--- config.mk ---
export PLATFORM = sky130hd
export DESIGN_NAME = carregador_instrucoes
export DESIGN_NICKNAME = d
export VERILOG_FILES = /design/src/rtl/carregador_instrucoes.sv
export SDC_FILE = /design/constraint.sdc
export NUM_CORES = 1
export LEC_CHECK = 0
export CELL_PAD_IN_SITES_DETAIL_PLACEMENT = 1
export CELL_PAD_IN_SITES_GLOBAL_PLACEMENT = 2
export CORE_MARGIN = 1.5
export CORE_UTILIZATION = 33
export CTS_CLUSTER_DIAMETER = 40
export DETAILED_ROUTE_END_ITERATION = 8
export PLACE_DENSITY_LB_ADDON = 0.1
export SLEW_MARGIN = 20
export SYNTH_ARGS = -nofsm -noshare
export SYNTH_HDL_FRONTEND = slang
export SYNTH_SLANG_ARGS = --single-unit
--- constraint.sdc ---
create_clock -name clk -period 4.5 [get_ports clk]
set_input_delay 0.675 -clock clk [delete_from_list [all_inputs] [get_ports clk]]
set_output_delay 0.675 -clock clk [all_outputs]
set_load 0.1 [all_outputs]
--- src/rtl/carregador_instrucoes.sv ---
// Boot loader for the MIPS instruction memory.
// Takes a byte stream over valid/ready, reads a 2-byte big-endian word COUNT,
// then assembles COUNT big-endian 32-bit words and writes them to consecutive
// word addresses starting at 0. The CPU is held until a load completes cleanly.
//
// Handshake: a byte moves on a rising edge where in_valid and in_ready are both 1.
// in_ready is registered and is 1 only in HDR_HI, HDR_LO and DATA. A source
// presenting a byte while in_ready is 0 must hold it until it is taken.
module carregador_instrucoes #(
    parameter int ADDR_W = 8
) (
    input  logic              clk,
    input  logic              reset,
    input  logic              start,
    input  logic [7:0]        in_data,
    input  logic              in_valid,
    output logic              in_ready,
    output logic              mem_we,
    output logic [ADDR_W-1:0] mem_waddr,
    output logic [31:0]       mem_wdata,
    output logic              cpu_hold,
    output logic              done,
    output logic              error,
    output logic [ADDR_W:0]   words_loaded,
    output logic [2:0]        dbg_state
);

    typedef enum logic [2:0] {
        IDLE   = 3'd0,
        HDR_HI = 3'd1,
        HDR_LO = 3'd2,
        DATA   = 3'd3,
        WRITE  = 3'd4,
        DONE   = 3'd5,
        ERR    = 3'd6
    } state_t;

    // Memory depth in words, widened so COUNT (up to 65535) compares cleanly.
    localparam logic [31:0] DEPTH = 32'd1 << ADDR_W;

    state_t            state;
    state_t            next_state;
    logic [15:0]       count;
    logic [1:0]        byte_idx;
    logic [ADDR_W-1:0] word_idx;
    logic [31:0]       wdata;

    logic              xfer;
    logic              start_acc;
    logic [15:0]       hdr_count;
    logic              last_word;

    logic              in_ready_d;
    logic              mem_we_d;
    logic [ADDR_W-1:0] mem_waddr_d;
    logic              cpu_hold_d;
    logic              done_d;
    logic              error_d;
    logic [ADDR_W:0]   words_loaded_d;

    assign xfer      = in_valid & in_ready;
    // start counts only when no load is in flight.
    assign start_acc = start & ((state == IDLE) | (state == DONE) | (state == ERR));
    // Full COUNT as it will be once the low header byte is captured.
    assign hdr_count = {count[15:8], in_data};
    // word_idx never wraps: the last legal index is DEPTH-1.
    assign last_word = (32'(word_idx) == (32'(count) - 32'd1));

    assign mem_wdata = wdata;
    assign dbg_state = state;

    // State register.
    always_ff @(posedge clk) begin
        if (reset) state <= IDLE;
        else       state <= next_state;
    end

    // Next-state decode.
    always_comb begin
        next_state = state;
        case (state)
            IDLE:    if (start_acc) next_state = HDR_HI;
            HDR_HI:  if (xfer) next_state = HDR_LO;
            HDR_LO: begin
                if (xfer) begin
                    if (hdr_count == 16'd0)          next_state = DONE;
                    else if (32'(hdr_count) > DEPTH) next_state = ERR;
                    else                             next_state = DATA;
                end
            end
            DATA:    if (xfer && (byte_idx == 2'd3)) next_state = WRITE;
            WRITE:   next_state = last_word ? DONE : DATA;
            DONE:    next_state = start_acc ? HDR_HI : IDLE;
            ERR:     if (start_acc) next_state = HDR_HI;
            default: next_state = IDLE;
        endcase
    end

    // Output decode: values the output registers take on the next edge.
    always_comb begin
        in_ready_d     = (next_state == HDR_HI) | (next_state == HDR_LO) | (next_state == DATA);
        mem_we_d       = (next_state == WRITE);
        done_d         = (next_state == DONE);
        mem_waddr_d    = mem_waddr;
        words_loaded_d = words_loaded;
        cpu_hold_d     = cpu_hold;
        error_d        = error;
        if (next_state == WRITE) begin
            mem_waddr_d    = word_idx;
            words_loaded_d = (ADDR_W+1)'(word_idx) + 1'b1;
        end
        if (next_state == DONE) cpu_hold_d = 1'b0;
        if (next_state == ERR)  error_d    = 1'b1;
        if (start_acc) begin
            cpu_hold_d     = 1'b1;
            error_d        = 1'b0;
            words_loaded_d = '0;
        end
    end

    // Output registers.
    always_ff @(posedge clk) begin
        if (reset) begin
            in_ready     <= 1'b0;
            mem_we       <= 1'b0;
            mem_waddr    <= '0;
            cpu_hold     <= 1'b1;
            done         <= 1'b0;
            error        <= 1'b0;
            words_loaded <= '0;
        end else begin
            in_ready     <= in_ready_d;
            mem_we       <= mem_we_d;
            mem_waddr    <= mem_waddr_d;
            cpu_hold     <= cpu_hold_d;
            done         <= done_d;
            error        <= error_d;
            words_loaded <= words_loaded_d;
        end
    end

    // Header, byte/word counters and word assembly.
    always_ff @(posedge clk) begin
        if (reset) begin
            count    <= '0;
            byte_idx <= '0;
            word_idx <= '0;
            wdata    <= '0;
        end else begin
            if (start_acc) begin
                count    <= '0;
                byte_idx <= '0;
                word_idx <= '0;
            end
            case (state)
                HDR_HI: if (xfer) count[15:8] <= in_data;
                HDR_LO: if (xfer) count[7:0]  <= in_data;
                DATA: begin
                    if (xfer) begin
                        wdata    <= {wdata[23:0], in_data};
                        byte_idx <= byte_idx + 2'd1;
                    end
                end
                WRITE:  if (!last_word) word_idx <= word_idx + 1'b1;
                default: ;
            endcase
        end
    end

endmodule

==> impl_metrics.py, run 1 <==
metrics = {
    "run_status": {
        "outcome": "complete, no violations",
    },
    "finish": {
        "drive_gt1_frac": 0.0493,
        "syn2layout_area_growth_pct": 27.2,
        "post-route-util": 0.428,
        "layout.nets": 538,
    },
    "min_path": {
        "hold_path_end": "mem_wdata[26]",
        "hold_class": "reg -> reg",
        "hp-start": "mem_wdata[26]",
        "hold_depth": 2,
    },
    "synthesis": {
        "synth-seq-area-share": 0.434,
        "syn-num-nets": 489,
        "synth_top_cell_area_share": 0.434,
        "ys.flop_type": "dfxtp_1",
        "ys_types": 54,
        "synth_edf_count": 0,
        "ys_top_cells_by_area": "dfxtp_1, nand2_1, a21oi_1, nor2_1, o211ai_1",
        "yosys_warnings": 0,
        "netlist_area_um2": 3820,
        "ys_ff_latch": 83,
        "yosysTopAreaCell": "dfxtp_1",
        "syn_avg_cell_area_um2": 8.07,
        "synth_commonest_cells": "nand2_1, dfxtp_1, a21oi_1, nor2_1, clkbuf_1",
        "yosysMostFrequentCell": "nand2_1",
        "async_reset_ff_frac": 0,
        "netlist_instances": 474,
    },
    "sta": {
        "min_period_ps": 3310,
        "slew_headroom": 0.332,
        "final.setup.tns_ps": 0,
        "worstMarginPinSlew_ps": 998,
        "skew_ps": 7.77,
        "fmax_mhz": 302,
        "setup_viol": 0,
        "rsz0062_at_grt": "false",
        "min_period_over_period": 0.735,
        "hold_violations": 0,
        "slew_violations": 0,
    },
    "worst_setup_path": {
        "rrSetupSlack_ps": 1380,
        "path_cells": "clkdlybuf4s50_1, or4_1, or3_1, a31oi_1, o31ai_1, a211oi_4, buf_4, mux2i_1, nor2_1",
        "crit_family": "simple AND/OR/NAND/NOR gates",
        "crit_buf_inv": 2,
        "slowest_delay_ps": 580,
        "critPathKind": "in -> reg",
        "slowest_stage": "or4_1",
        "worst-path-stages": 9,
        "reg2reg_to": "in_ready",
        "crit_arrival_ps": 3500,
        "cp-start-kind": "input pin",
        "cp_data_required_time_ps": 4690,
        "r2r_start": "count[0]",
        "end_kind": "flop",
        "r2r_cells": 8,
        "worstPathMaxFanout": 24,
    },
    "grt": {
        "grt_util_all_layers": 0.193,
        "first_global_vias": 3726,
        "antenna_found_initial": 1,
        "grt_max_degree": 63,
        "grt_overflow": 0,
        "grt_pass1_wl_mm": 19.0,
    },
    "floorplanning": {
        "dieArea_um2": 12200,
        "core.rowCount": 39,
        "start_util": 0.336,
        "coreArea_um2": 11400,
        "die_y_um": 111,
        "ios": 69,
        "die_x_um": 111,
    },
    "drt": {
        "drt-initial-drc-count": 128,
        "drcViolationCount": 0,
        "wl_per_cell_um": 16.9,
        "wl_mm": 11.3,
        "vias": 3557,
        "antenna_left": 0,
        "first_pass_iters": 4,
        "vias_per_cell": 5.30,
    },
    "placed_design": {
        "gp_congestion": 0.820,
        "hpwlAfterDp_mm": 7.99,
        "port_buffers": 68,
    },
    "clock_tree": {
        "tritoncts": "done",
        "htreeDepth": 3,
        "cts_resized": 0,
        "clk_pin_slew_worst_paths_ps": 60,
        "post_cts_buffers": 0,
        "cts_buffers": 9,
        "clk_latency_ps": 340,
        "clockBufferDepth": 2,
        "cts.sinks": 83,
        "cts_hold_buf": 0,
        "clockRootBuffer": "clkbuf_16",
    },
    "power": {
        "power_density_nw_per_um2": 324,
        "peakVddDrop_mv": 0.206,
        "cellLeakagePower_nw": 1.64,
        "power.total_mw": 1.58,
    },
    "flow_run": {
        "drv_cap": 0,
    },
}
metal layers:
layer / routed length (um) / global-route usage
met3: 431 / 0.0410
met2: 5190 / 0.318
met4: 239 / 0.0812
met1: 5480 / 0.245
met5: 0 / 0
flip-flops by register name, summed over array words and instances (netlist names):
signal        cells
in_ready          1
done              1
word_idx          8
dbg_state         3
byte_idx          2
error             1
cpu_hold          1
count            16
words_loaded      9
mem_waddr         8
mem_we            1
mem_wdata        32
logic make-up (layout without fill, tap and decap cells):
logic type,after synthesis,after routing,share of synthesized area
other,0,1,0
muxes,12,12,0.0317
buffers and inverters,42,95,0.0491
adders and majority gates,4,4,0.0124
AOI/OAI and AO/OA,110,110,0.188
DFF,83,83,0.434
xor gates and xnor gates,10,10,0.0229
and+or+nand+nor,213,213,0.261
tightest hold or removal path, cell delays in order (launching register included):
cell and delay [ps]:
dfxtp_1 310, nand2_1 50, a21oi_1 50
worst max path at each step:
stage                          start              end  slack [ps]
after floorplan           in_data[4]  words_loaded[8]        1490
after global placement    in_data[4]     mem_waddr[0]         900
after detailed placement  in_data[4]     mem_waddr[6]         860
after CTS                 in_data[4]     mem_waddr[6]        1200
after global routing      in_data[4]  words_loaded[8]        1010
final                     in_data[4]     mem_waddr[6]        1190
area by class of cell:
class / count / area (um2)
Multi-Input combinational cell: 349 / 1980
Sequential cell: 83 / 1660
Antenna cell: 1 / 2.50
Clock inverter: 4 / 51.3
Timing Repair Buffer: 74 / 721
Inverter: 6 / 22.5
Fill cell: 1398 / 6510
Tap cell: 143 / 179
Clock buffer: 11 / 243
report_power, final:
part / total, mW / internal (mW) / switching (mW)
Combinational: 0.0973 / 0.0299 / 0.0674
Sequential: 0.747 / 0.739 / 0.00892
Clock: 0.732 / 0.442 / 0.290
per-stage QoR:
step | setup WS, ps | hold WS (ps) | cells | instance area (um2)
6_report | 1190 | 454 | 671 | 4860
5_1_grt | 1010 | 476 | 670 | 4860
4_1_cts | 1200 | 459 | 670 | 4860
3_5_place_dp | 855 | 450 | 655 | 4570
3_3_place_gp | 905 | 446 | 655 | 4570
2_1_floorplan | 1490 | 452 | 474 | 3820
cell usage in the layout (no fill, tap or decap), types with 4 or more instances in the layout:
cell             synthesis  routed
a22o_1                   8       8
inv_1                    6       6
clkdlybuf4s50_1          0      67
or4_1                    9       9
clkbuf_16                0       9
a21oi_1                 52      52
mux2i_1                 11      11
nor4_1                   8       8
nand3_1                 17      17
buf_4                    4       6
dfxtp_1                 83      83
xnor2_1                  8       8
nand2_1                 94      94
nor2_1                  44      44
o211ai_1                16      16
or3_1                    4       4
nor3_1                  10      10
a211oi_1                 9       9
and2_1                   5       5
nor2b_1                  7       7
Power figures use the tool's default switching activity.
==> run 2, diff against run 1 <==
--- a/config.mk
+++ b/config.mk
@@ -8,7 +8,7 @@
 export CELL_PAD_IN_SITES_DETAIL_PLACEMENT = 1
 export CELL_PAD_IN_SITES_GLOBAL_PLACEMENT = 2
 export CORE_MARGIN = 1.5
-export CORE_UTILIZATION = 33
+export CORE_UTILIZATION = 30
 export CTS_CLUSTER_DIAMETER = 40
 export DETAILED_ROUTE_END_ITERATION = 8
 export PLACE_DENSITY_LB_ADDON = 0.1
==> constraint.sdc (replaced) <==
create_clock -name clk -period 3.2 [get_ports clk]
set_input_delay 0.48 -clock clk [delete_from_list [all_inputs] [get_ports clk]]
set_output_delay 0.48 -clock clk [all_outputs]
set_load 0.1 [all_outputs]
==> impl_metrics.py, run 2 (same netlist as run 1, synthesis figures left out) <==
metrics = {
    "sta": {
        "min_period_ps": 2920,
        "skew_ps": 4.57,
        "worstMarginPinSlew_ps": 986,
        "rsz0062_at_grt": "false",
        "setup_viol": 0,
        "fmax_mhz": 342,
        "setup_ws_ps": 276,
        "min_period_over_period": 0.914,
        "slew_headroom": 0.341,
        "final.setup.tns_ps": 0,
        "slew_violations": 0,
        "hold_violations": 0,
    },
    "run_status": {
        "outcome": "complete, no violations",
    },
    "floorplanning": {
        "dieArea_um2": 13400,
        "ios": 69,
        "start_util": 0.306,
        "core.rowCount": 41,
        "die_x_um": 116,
        "coreArea_um2": 12500,
        "die_y_um": 116,
    },
    "min_path": {
        "hold_depth": 3,
        "hold_class": "in -> reg",
    },
    "clock_tree": {
        "clockBufferDepth": 2,
        "cts_resized": 0,
        "tritoncts": "done",
        "cts_hold_buf": 0,
        "cts.sinks": 83,
        "clk_pin_slew_worst_paths_ps": 60,
        "clockRootBuffer": "clkbuf_16",
        "post_cts_buffers": 0,
        "cts_buffers": 9,
        "htreeDepth": 3,
        "clk_latency_ps": 340,
    },
    "grt": {
        "grt_util_all_layers": 0.182,
        "grt_pass1_wl_mm": 18.7,
        "antenna_found_initial": 0,
        "first_global_vias": 3588,
        "grt_max_degree": 63,
        "grt_overflow": 0,
    },
    "power": {
        "power.total_mw": 2.17,
        "p_sw_uw": 521,
        "pwr-share-comb": 0.066,
        "power_frac_seq": 0.485,
        "clkPwrFrac": 0.449,
        "power_density_nw_per_um2": 441,
        "internal-power_mw": 1.65,
        "sw_frac_of_total": 0.240,
        "peakVddDrop_mv": 0.376,
        "cellLeakagePower_nw": 1.80,
    },
    "finish": {
        "diodes": 0,
        "layout_commonest_cell": "nand2_1",
        "drive_gt1_frac": 0.153,
        "syn2layout_area_growth_pct": 28.5,
        "mostFrequentLayoutCells": "nand2_1, dfxtp_1, buf_4, a21oi_1, nor2_1",
        "largest_reg_flops": 32,
        "layout.nets": 554,
        "n_fill_cell": 1537,
        "post-route-util": 0.393,
    },
    "drt": {
        "antenna_left": 0,
        "vias": 3595,
        "drt-initial-drc-count": 113,
        "wl_met1_mm": 5.51,
        "first_pass_iters": 4,
        "wl_met3_um": 393,
        "wl_mm": 11.5,
        "vias_per_cell": 5.03,
        "top_layer_used": "met4",
        "drcViolationCount": 0,
        "wl_per_cell_um": 16.1,
        "wl_met2_mm": 5.43,
    },
    "worst_setup_path": {
        "critPathKind": "reg -> reg",
        "cp_data_required_time_ps": 3420,
        "worstPathMaxFanout": 8,
        "r2r_cells": 7,
        "end_kind": "flop",
        "cp-start-kind": "flop",
        "crit_arrival_ps": 3150,
    },
    "flow_run": {
        "drv_cap": 0,
    },
    "placed_design": {
        "port_buffers": 68,
        "gp_congestion": 0.799,
        "hpwlAfterDp_mm": 8.23,
        "pre_cts_slack_ps": -77.1,
    },
}
==> run 2: cell types whose count changed in the layout (fill, tap and decap cells not counted) <==
cell	change
buf_4	+55
clkdlybuf4s50_1	-40
buf_12	+1
bufinv_16	-1
clkbuf_1	-1
clkbuf_8	+1
clkinv_2	+1
diode_2	-1
==> run 2: power by group through the flow <==
stage	Combinational, mW	Clock [mW]	Sequential [mW]
2_1_floorplan	0.0710	0	1.09
3_3_place_gp	0.145	0	1.07
3_5_place_dp	0.146	0	1.07
4_1_cts	0.146	1.02	1.05
5_1_grt	0.156	1.04	1.05
6_report	0.144	0.974	1.05
==> run 2: worst paths after layout <==
| kind | startpoint | end | slack [ps] |
|---|---|---|---|
| min reg2reg | mem_wdata[31] | mem_wdata[31] | 460 |
| max | count[5] | cpu_hold | 280 |
| min | reset | cpu_hold | 440 |
| max reg2reg | count[5] | cpu_hold | 280 |
==> run 2: per-layer routing <==
layer	vias to the layer above	track usage
li1	1800	-
met1	1720	0.225
met2	61	0.309
met3	14	0.0418
met4	0	0.0634
met5	-	0
==> run 2: layout make-up <==
class                      instances  area, um2  area share
multi-input combinational        349       1980       0.404
clock inverter                     4       26.3     0.00535
tap                              172        215      0.0438
clock buffer                      11        253      0.0514
inverter                           6       22.5     0.00458
timing repair buffer              90        753       0.153
sequential                        83       1660       0.338
==> run 2: stage by stage <==
| step | instances | hold slack (ps) | instance area (um2) |
|---|---|---|---|
| final | 715 | 438 | 4910 |
| after detailed placement | 700 | 451 | 4640 |
| after global placement | 700 | 444 | 4640 |
| after CTS | 715 | 449 | 4910 |
| after floorplan | 474 | 452 | 3820 |
| after global routing | 715 | 473 | 4910 |
==> run 2: worst max-delay path, cell delays in order, from the launching register on <==
cell	delay (ps)
dfxtp_1	390
or4_4	580
or2_4	260
o32a_1	320
or4_1	520
o41a_1	490
o21ai_1	150
nand3_1	80
==> run 3, diff against run 2 <==
==> constraint.sdc (replaced) <==
create_clock -name clk -period 3.1 [get_ports clk]
set_input_delay 0.465 -clock clk [delete_from_list [all_inputs] [get_ports clk]]
set_output_delay 0.465 -clock clk [all_outputs]
set_load 0.1 [all_outputs]
==> impl_metrics.py, run 3 (same netlist as run 1, synthesis figures left out) <==
metrics = {
    "sta": {
        "min_period_ps": 2910,
        "skew_ps": 7.13,
        "worstMarginPinSlew_ps": 590,
        "hold_violations": 0,
        "fmax_mhz": 343,
        "setup_viol": 0,
        "slew_violations": 0,
        "min_period_over_period": 0.940,
        "rsz0062_at_grt": "false",
        "slew_headroom": 0.603,
        "final.setup.tns_ps": 0,
    },
    "power": {
        "peakVddDrop_mv": 0.201,
        "power_density_nw_per_um2": 475,
        "cellLeakagePower_nw": 1.89,
    },
    "min_path": {
        "hold_path_end": "mem_wdata[24]",
        "hold_depth": 2,
        "hold_class": "reg -> reg",
        "hp-start": "mem_wdata[24]",
    },
    "worst_setup_path": {
        "critPathKind": "in -> reg",
        "path_cells": "clkdlybuf4s50_1, or4_1, or3_1, a31oi_1, o31ai_1, a211oi_4, buf_12, mux2i_1, nor2_1",
        "r2r_start": "count[0]",
        "r2r_cells": 10,
        "crit_arrival_ps": 3140,
        "cp-start-kind": "input pin",
        "slowest_delay_ps": 560,
        "end_kind": "flop",
        "rrSetupSlack_ps": 240,
        "reg2reg_to": "cpu_hold",
        "cp_data_required_time_ps": 3320,
        "worstPathMaxFanout": 22,
        "slowest_stage": "or4_1",
    },
    "flow_run": {
        "drv_cap": 0,
    },
    "drt": {
        "top_layer_used": "met4",
        "antenna_left": 0,
        "vias_per_cell": 4.99,
        "wl_met1_mm": 5.57,
        "wl_per_cell_um": 16.3,
        "first_pass_iters": 4,
        "vias": 3609,
        "drcViolationCount": 0,
        "wl_met2_mm": 5.49,
        "wl_mm": 11.8,
        "drt-initial-drc-count": 119,
        "wl_met3_um": 391,
    },
    "floorplanning": {
        "ios": 69,
        "core.rowCount": 41,
        "dieArea_um2": 13400,
        "die_y_um": 116,
        "coreArea_um2": 12500,
        "die_x_um": 116,
        "start_util": 0.306,
    },
    "placed_design": {
        "gp_congestion": 0.800,
        "hpwlAfterDp_mm": 8.50,
        "place_inst": 706,
        "port_buffers": 68,
    },
    "finish": {
        "n_fill_cell": 1523,
        "post-route-util": 0.397,
        "syn2layout_area_growth_pct": 29.8,
        "drive_gt1_frac": 0.196,
        "fin_cells": 723,
        "largest_reg_flops": 32,
        "layout_commonest_cell": "nand2_1",
        "seq_area_um2": 1660,
        "layout.nets": 561,
        "mostFrequentLayoutCells": "nand2_1, buf_4, dfxtp_1, a21oi_1, nor2_1",
        "multiInputGateArea_um2": 1990,
        "diodes": 0,
    },
    "grt": {
        "antenna_found_initial": 0,
        "first_global_vias": 3707,
        "grt_util_all_layers": 0.184,
        "grt_max_degree": 36,
        "grt_overflow": 0,
        "grt_pass1_wl_mm": 19.2,
    },
    "clock_tree": {
        "clockRootBuffer": "clkbuf_16",
        "tritoncts": "done",
        "clk_pin_slew_worst_paths_ps": 60,
        "clockBufferDepth": 2,
        "clk_latency_ps": 340,
        "cts_buffers": 9,
        "cts.sinks": 83,
        "htreeDepth": 3,
        "cts_hold_buf": 0,
    },
    "run_status": {
        "outcome": "complete, no violations",
    },
}
-- run 3: cell count changes in the layout (fill, tap and decap cells not counted), sizes merged --
cell,delta
clkbuf,+1
inv,+2
bufinv,+1
buf,+24
clkinvlp,-1
clkinv,-2
clkdlybuf4s50,-17
-- run 3: repair_timing --
item,CTS,global route
endpoints found under the hold margin,0,0
resized for setup,0,1
endpoints found under the setup margin,0,9
setup buffers,0,1
-- run 3: worst max-delay path by stage --
stage,start,slack (ps),depth (start not counted),endpoint
finish,in_data[5],190,9,mem_waddr[7]
global route,in_data[5],30,9,mem_waddr[6]
CTS,in_data[4],170,9,mem_waddr[7]
detailed placement,in_data[4],-180,9,mem_waddr[7]
global placement,in_data[4],-120,9,mem_waddr[0]
floorplan,in_ready,120,8,words_loaded[8]
-- run 3: per-layer routing --
layer,vias to the layer above,GRT usage
li1,1810,-
met1,1720,0.234
met2,63,0.307
met3,16,0.0335
met4,0,0.0797
met5,-,0
-- run 3: critical path: cells and delay by family --
| family | cells | cell delay, ps |
|---|---|---|
| multiplexers | 1 | 210 |
| buffers and inverters | 2 | 650 |
| AND/OR/NAND/NOR | 3 | 990 |
| AO/OA/AOI/OAI | 3 | 810 |
-- run 3: where the power goes --
group / total (mW) / internal (mW) / switching, mW
registers: 1.08 / 1.07 / 0.0128
clock network: 1.12 / 0.676 / 0.446
logic: 0.152 / 0.0513 / 0.101
total: 2.36 / 1.80 / 0.559
-- run 3: final cells by class --
| cell class | count | share of cell area |
|---|---|---|
| multi-input cells | 349 | 0.401 |
| flip-flops and latches | 83 | 0.335 |
| repair buffers | 97 | 0.154 |
| clock buffers | 12 | 0.0517 |
| well taps | 172 | 0.0433 |
| clock inverters | 4 | 0.0113 |
| inverters | 6 | 0.00454 |
-- run 3: stage by stage --
step / area (um2) / worst slack (ps) / total power [mW] / hold WS [ps]
after floorplan: 3820 / 124 / 1.20 / 452
after global placement: 4640 / -125 / 1.26 / 445
after detailed placement: 4640 / -183 / 1.26 / 452
after CTS: 4950 / 170 / 2.39 / 461
after global routing: 4960 / 30.3 / 2.44 / 483
final: 4960 / 187 / 2.36 / 456
